File: src/rtl/icache_direct.sv
// -----------------------------------------------------------------------------
// icache_direct
//   Direct-mapped, read-only instruction cache. It sits between the fetch stage
//   and the memory controller. Hits return data in the same cycle. A miss
//   issues one single-word read and fills the selected frame.
//
// Ports
//   CLK, nRST            rising-edge clock, asynchronous active-low reset
//   imemREN, imemaddr    fetch request and byte address from the PC
//   ihit, imemload       same-cycle hit flag and instruction word
//   iREN, iaddr          word read request to the memory controller
//   iwait, iload         memory busy flag; read data is valid when iwait is low
//   hit_count            count of cycles with ihit=1 (wraps at 2^32)
//   miss_count           count of misses serviced (wraps at 2^32)
// -----------------------------------------------------------------------------
module icache_direct #(
    parameter int unsigned FRAMES = 16,
    parameter int unsigned IDX_W  = 4,
    parameter int unsigned TAG_W  = 26
) (
    input  logic        CLK,
    input  logic        nRST,
    input  logic        imemREN,
    input  logic [31:0] imemaddr,
    output logic        ihit,
    output logic [31:0] imemload,
    output logic        iREN,
    output logic [31:0] iaddr,
    input  logic        iwait,
    input  logic [31:0] iload,
    output logic [31:0] hit_count,
    output logic [31:0] miss_count
);

    typedef enum logic {
        IDLE,
        FETCH
    } state_t;

    state_t state, next_state;

    // Frame storage. Only the valid bits carry architectural reset state.
    logic [FRAMES-1:0] valid;
    logic [TAG_W-1:0]  tag_mem  [FRAMES];
    logic [31:0]       data_mem [FRAMES];

    // Word address of the miss being serviced. The byte offset is always zero.
    logic [29:0] miss_word;

    logic [IDX_W-1:0] req_idx;
    logic [TAG_W-1:0] req_tag;
    logic [IDX_W-1:0] fill_idx;
    logic             lookup_hit;
    logic             miss;
    logic             fill;

    // The byte offset has no meaning for a word-wide instruction cache.
    logic unused_byte_offset;
    assign unused_byte_offset = ^imemaddr[1:0];

    assign req_idx    = imemaddr[IDX_W+1:2];
    assign req_tag    = imemaddr[31:IDX_W+2];
    assign fill_idx   = miss_word[IDX_W-1:0];
    assign lookup_hit = valid[req_idx] && (tag_mem[req_idx] == req_tag);
    assign fill       = (state == FETCH) && !iwait;
    assign iaddr      = {miss_word, 2'b00};

    // NOTE: every output of this block is given a default first, so no path
    // leaves a signal unassigned and no latch is inferred.
    always_comb begin
        next_state = state;
        ihit       = 1'b0;
        imemload   = 32'd0;
        iREN       = 1'b0;
        miss       = 1'b0;
        unique case (state)
            IDLE: begin
                if (imemREN) begin
                    if (lookup_hit) begin
                        ihit     = 1'b1;
                        imemload = data_mem[req_idx];
                    end else begin
                        miss       = 1'b1;
                        next_state = FETCH;
                    end
                end
            end
            FETCH: begin
                // The fill completes for the latched address even if the PC
                // moves or the request drops while memory is busy.
                iREN = 1'b1;
                if (!iwait) begin
                    next_state = IDLE;
                end
            end
            default: next_state = IDLE;
        endcase
    end

    // NOTE: state registers use non-blocking assignments so that every
    // register samples the pre-edge values of its peers.
    always_ff @(posedge CLK or negedge nRST) begin
        if (!nRST) begin
            state      <= IDLE;
            valid      <= '0;
            miss_word  <= '0;
            hit_count  <= '0;
            miss_count <= '0;
        end else begin
            state <= next_state;
            if (miss) begin
                miss_word  <= imemaddr[31:2];
                miss_count <= miss_count + 32'd1;
            end
            if (ihit) begin
                hit_count <= hit_count + 32'd1;
            end
            if (fill) begin
                valid[fill_idx] <= 1'b1;
            end
        end
    end

    // NOTE: tag and data arrays have no reset. A cleared valid bit already
    // makes their contents irrelevant, and leaving out the reset keeps them
    // mappable to RAM. A reset during FETCH forces state to IDLE, so a fill
    // in progress is dropped.
    always_ff @(posedge CLK) begin
        if (fill) begin
            tag_mem[fill_idx]  <= miss_word[29:IDX_W];
            data_mem[fill_idx] <= iload;
        end
    end

endmodule

File: config.mk
export PLATFORM = sky130hd
export DESIGN_NAME = icache_direct
export DESIGN_NICKNAME = d
export VERILOG_FILES = /design/src/rtl/icache_direct.sv
export SDC_FILE = /design/constraint.sdc
export NUM_CORES = 1
export LEC_CHECK = 0
export ABC_AREA = 1
export BUFFER_PORTS_ARGS = -buffer_cell sky130_fd_sc_hd__buf_2
export CORE_AREA = 3 3 505 257
export CTS_BUF_LIST = sky130_fd_sc_hd__clkbuf_16
export DETAILED_ROUTE_END_ITERATION = 8
export DIE_AREA = 0 0 508 260
export PLACE_DENSITY = 0.52
export SLEW_MARGIN = 20
export SYNTH_ARGS = -nofsm -noshare
export SYNTH_HDL_FRONTEND = slang
export SYNTH_SLANG_ARGS = --single-unit
File: constraint.sdc
create_clock -name CLK -period 7.1 [get_ports CLK]
set_input_delay 1.42 -clock CLK [delete_from_list [all_inputs] [get_ports CLK]]
set_output_delay 1.42 -clock CLK [all_outputs]
set_load 0.03 [all_outputs]
* After elaboration in Yosys (flattened, before gate mapping)
Memory sizes are Yosys's and may differ from the RTL's.
Index checks and enable logic that the tools add are counted.
** Storage, ports and cells
- Output and inout bits :: 130
- Memories :: 2
- Flip-flop bits (word level) :: 111
- RAM bits :: 928
** Operators by class
- $add $sub $neg :: 2
- Equality and inequality tests :: 1
- Reductions and logical operators :: 4
- Magnitude comparators :: 3
- Bitwise logic cells :: 2
- Mux-type cells :: 18
** Memory list
- data_mem :: words 16, width 32, rd ports 1, clocked after Yosys merged registers in 0, write ports 1, RTL line 45 : logic [31:0] data_mem [FRAMES];
- tag_mem :: words 16, width 26, rd ports 1, clocked after Yosys merged registers in 0, write ports 1, RTL line 44 : logic [TAG_W-1:0] tag_mem [FRAMES];
** Operator list (count)
- two-way mux 32 bit :: 3
- adder 32 x 1 -> 32 bit (second input constant) :: 2
- == test 26 bit :: 1
- bitwise OR 16 bit :: 1
- two-way mux 1 bit :: 12
- less-than comparator 4 x 5 -> 1 bit (second input constant) :: 2
- binary-select mux 1 bit (select 4 bit) :: 1
- demux 1 bit (select 4 bit) :: 1
- greater-or-equal comparator 4 x 1 -> 1 bit (second input constant) :: 1
- logical AND 1 bit :: 3
- case mux 1 bit (2 select lines) :: 1
- logical NOT 1 bit :: 1
- NOT 1 bit :: 1

* Depth between registers and ports, before layout
- Depth after elaboration :: 6
- Mapped depth :: 22

* Worst setup path after synthesis
No wires, ideal clock.
- Path type :: input-to-output
- From :: in imemaddr[2]
- To :: out imemload[16]
- Path slack :: 2.058 ns
- Data required time :: 5.680 ns
- Cell stages on the path :: 19
- Arrival :: 3.622 ns
- Cells stage by stage :: buf_4 > inv_4 > buf_6 > buf_4 > nand2_1 > nand2_1 > nand2_1 > nand3_1 > nand3_1 > nand2_1 > nand2_1 > nand2_1 > nand2_1 > nor2_1 > nand3_1 > nor2_4 > nand3_4 > buf_6 > a21oi_1
** On the way
- Longest elaborated chain between the ends :: 6
- Elaborated cells on any way between the ends :: 9
** Ends and longest elaborated chain
- start, declared :: RTL line 24 : input logic [31:0] imemaddr,
- memory read (16 x 26 bit) or binary-select mux 1 bit (select 4 bit) (tied branches)
- == test 26 bit or two-way mux 1 bit (tied branches) :: RTL line 64 : assign lookup_hit = valid[req_idx] && (tag_mem[req_idx] == req_tag);
- logical AND 1 bit :: RTL line 64
- two-way mux 32 bit (*) :: RTL line 79 : if (lookup_hit) begin
- two-way mux 32 bit (*) :: RTL line 78 : if (imemREN) begin
- two-way mux 32 bit (*) :: RTL line 76 : unique case (state)
- end, declared :: RTL line 26 : output logic [31:0] imemload,
Every way passes the cells marked *; elsewhere a longest branch is shown, timed or not. The select of a mux whose other input is x is not followed.

* Worst setup path in the final report
- From :: in imemaddr[2]
- To :: out imemload[0]
The elaborated chain is that of the path after synthesis.

==> summary.md <==
| Metric | Value |
|---|---|
| DPL Wire Length | 64.9 mm |
| Fin. max-slew vios | 0 |
| CTS tree | done |
| H-tree levels | 3 |
| Final worst path period share | 94.2% |
| Type of element launching the critical path | input port |
| CP arrival | roughly 5.3 ns |
| Max Root-Sink Buffers | 3 |
| PortBufs | 193 |
| Chip height | ~260 um |
| Antenna violations before repair | 12 |
| Avg Inst Size Synth | 11.2 um2 |
| Area leader, netlist | edfxtp_1 |
| Slew HR | 25.2% |
| Top_reg_cell synth | edfxtp_1 |
| Most frequent cell after synthesis | nand2_1 |
| GRT overflow | 0 |
| Clk_lat worst skew | 0.71 ns |
| Hold Crit Depth | 2 |
| Cells after synthesis | 3,923 |
| Mapped cell area | about 44,000 um2 |
| Pre-antenna DRT Iters | 5 |
| Layout cells sized above 1 | 10.5% |
| Worst hold path type | reg2reg |
| Crit Path Max Fanout | 56 |
| Max capacitance violation total | 0 |
| FFs w/ async S/R, synth | 10.7% |
| Largest cells by area after synthesis | edfxtp_1 (63%), nand2_1 (10%), dfrtp_1 (6.3%) |
| Wirelength per Cell | 21.8 um |
| Top cells by count, synth | nand2_1 (1,188), edfxtp_1 (928), nand3_1 (330) |
| Critical R2R Launch | state |
| GP Congestion | between 0.8 and 0.9 |
| RR Endpoint | tag_mem[2][20] |
| Reg2reg setup slack | 3.40 ns |
| Yosys warns | 0 |
| CP Capture Type | primary output |
| Hold path endpoint | valid[5] |
| RSZ-0062 raised after global routing | false |
| R2R depth | 6 |
| Post-synth EDFFs | 928 |
| Hold Startpoint | valid[5] |
| CP Launch Point | imemaddr[2] |
| Cts repair resizes | 0 |
| FILL cells | 12,000 |
| Netlist cell types | 36 |
| Fin Setup TNS | 0 ns |
| # Post-CTS Setup Buffers | 0 |
| Gr usage total | 18.9% |
| Area Growth Syn to Fin | 13.7% |
| DRC | 0 |
| Final hold vios | 0 |
| Share of the synthesized area in the top cell type | 63.5% |
| Final Setup Violations | 0 |
| CTS Hold Buffers Added | 0 |
| Clock sinks | slightly above 1,000 |
| Clk_skew | 0.0362 ns |
| CTS Buf Count | 100 |
| Clock transition at the registers of the reported paths | 0.06 ns |
| Worst-Margin Slew | 1.12 ns |
| End-of-flow core utilization | about 40% |
| Pwr Total | 13,400 uW |
| Final ANT Viol Nets | 0 |
| Worst VDD drop | 0.173 mV |
| Core ar. | 125,000 um2 |
| Clock root buffer master | clkbuf_16 |
| Rows | 92 |
| Vias per cell | 5.18 |
| Status | finished clean |
| Die area | 132,000 um2 |
| Pleak | 0.0190 uW |
| Die width | between 500 and 600 um |
| Pre-CTS setup slack | 0.364 ns |
| Worst Path Required | 5.68 ns |
| Worst Setup Slack, final | between 0.4 and 0.5 ns |
| Vias in the first global route | 28,600 |
| Initial Util | 35.0% |
| Power density cells | 269 nW/um2 |
| #FFs+latches synth | 1,039 |
| Routed Wire Length | roughly 130 mm |
| F_max | 149 MHz |
| Seq/Total Area, Yosys | 69.8% |
| Crit path time final | 6.69 ns |
| Total Nets Final | just over 4,000 |
| Pin count of the biggest net entering global routing | 112 |
| Worst Setup Path Type | in2out |
| DR iter-0 viols | 2,724 |
| Io pins | slightly below 200 |
| Routed via count | 30,200 |
| First-pass GRT wire length | 188 mm |
## area by class of cell
class,instances,area (um2),share of cell area [%]
Antenna cell,3,7.51,0.0150
Clock buffer,101,2530,5.06
Clock inverter,83,622,1.25
Inverter,256,988,1.98
Multi-Input combinational cell,2391,11300,22.6
Sequential cell,1039,30600,61.4
Tap cell,1692,2120,4.24
Timing Repair Buffer,259,1760,3.52
## report_power, final
| group | switching (uW) | leakage [uW] | internal (uW) |
|---|---|---|---|
| registers | 204 | 0.00980 | 6950 |
| clock network | 2360 | 0.00164 | 2840 |
| logic | 809 | 0.00758 | 263 |
| total | 3380 | 0.0190 | 10100 |
## cell usage in the layout (no fill, tap or decap), types with 21 or more instances in the layout
cell	count
a21oi_1	253
a221oi_1	115
buf_12	21
buf_2	187
buf_4	48
clkbuf_16	101
clkinv_1	26
dfrtp_1	111
edfxtp_1	928
inv_1	277
nand2_1	1187
nand3_1	330
nand4_1	102
nor2_1	158
o21ai_0	90
## registers in the layout, indices dropped and copies added (netlist names)
| signal | count |
|---|---|
| data_mem | 512 |
| tag_mem | 416 |
| hit_count | 32 |
| miss_count | 32 |
| miss_word | 30 |
| valid | 16 |
| state | 1 |
## worst max-delay path, cell delays in order
cell     delay (ns)
buf_8          0.29
buf_4          0.61
nand2_1        0.11
nand2_1        0.10
nand2_1        0.05
nand3_1        0.09
nand3_1        0.12
nand3_1        0.12
nand2_1        0.16
nor2_1         0.16
nand2_1        0.07
nor2_1         0.10
nand2_1        0.10
nor2_4         0.21
nand3_4        0.56
a21oi_1        0.55
buf_2          0.30
## worst max-delay path by stage
stage,endpoint,slack (ns),cells past startpoint
floorplan,imemload[16],2.06,19
global placement,imemload[0],0.36,17
detailed placement,imemload[0],0.36,17
CTS,imemload[0],0.36,17
global route,imemload[0],0.08,17
finish,imemload[0],0.41,17
## routing by layer
| layer | part of all wire (%) | up-vias | GRT usage (%) | routed length [um] |
|---|---|---|---|---|
| met4 | 2.4 | 10 | 5.22 | 3100 |
| met3 | 5.6 | 204 | 3.08 | 7080 |
| met2 | 47 | 824 | 30.9 | 60100 |
| li1 | - | 14000 | - | - |
| met1 | 45 | 15100 | 25.9 | 56900 |
| met5 | 0.055 | - | 0 | 70 |
## stage by stage
stage,cells,hold WS [ns],cell area [um2]
global placement,5637,0.439,46800
finish,5824,0.455,49900
CTS,5821,0.459,49900
global route,5822,0.482,49900
detailed placement,5637,0.445,46800
floorplan,3924,0.428,43900
## cells by family after synthesis
| group | count (synthesis) | share of synthesized area [%] |
|---|---|---|
| AO/OA/AOI/OAI | 512 | 7.12 |
| flip-flops | 1039 | 69.8 |
| buffers and inverters | 494 | 4.85 |
| XOR/XNOR | 29 | 0.578 |
| other | 1 | 0.00854 |
| adder cells (fa/ha/maj) | 2 | 0.0570 |
| AND/OR/NAND/NOR | 1846 | 17.6 |
Note: power is estimated with default switching activity, not from simulation.
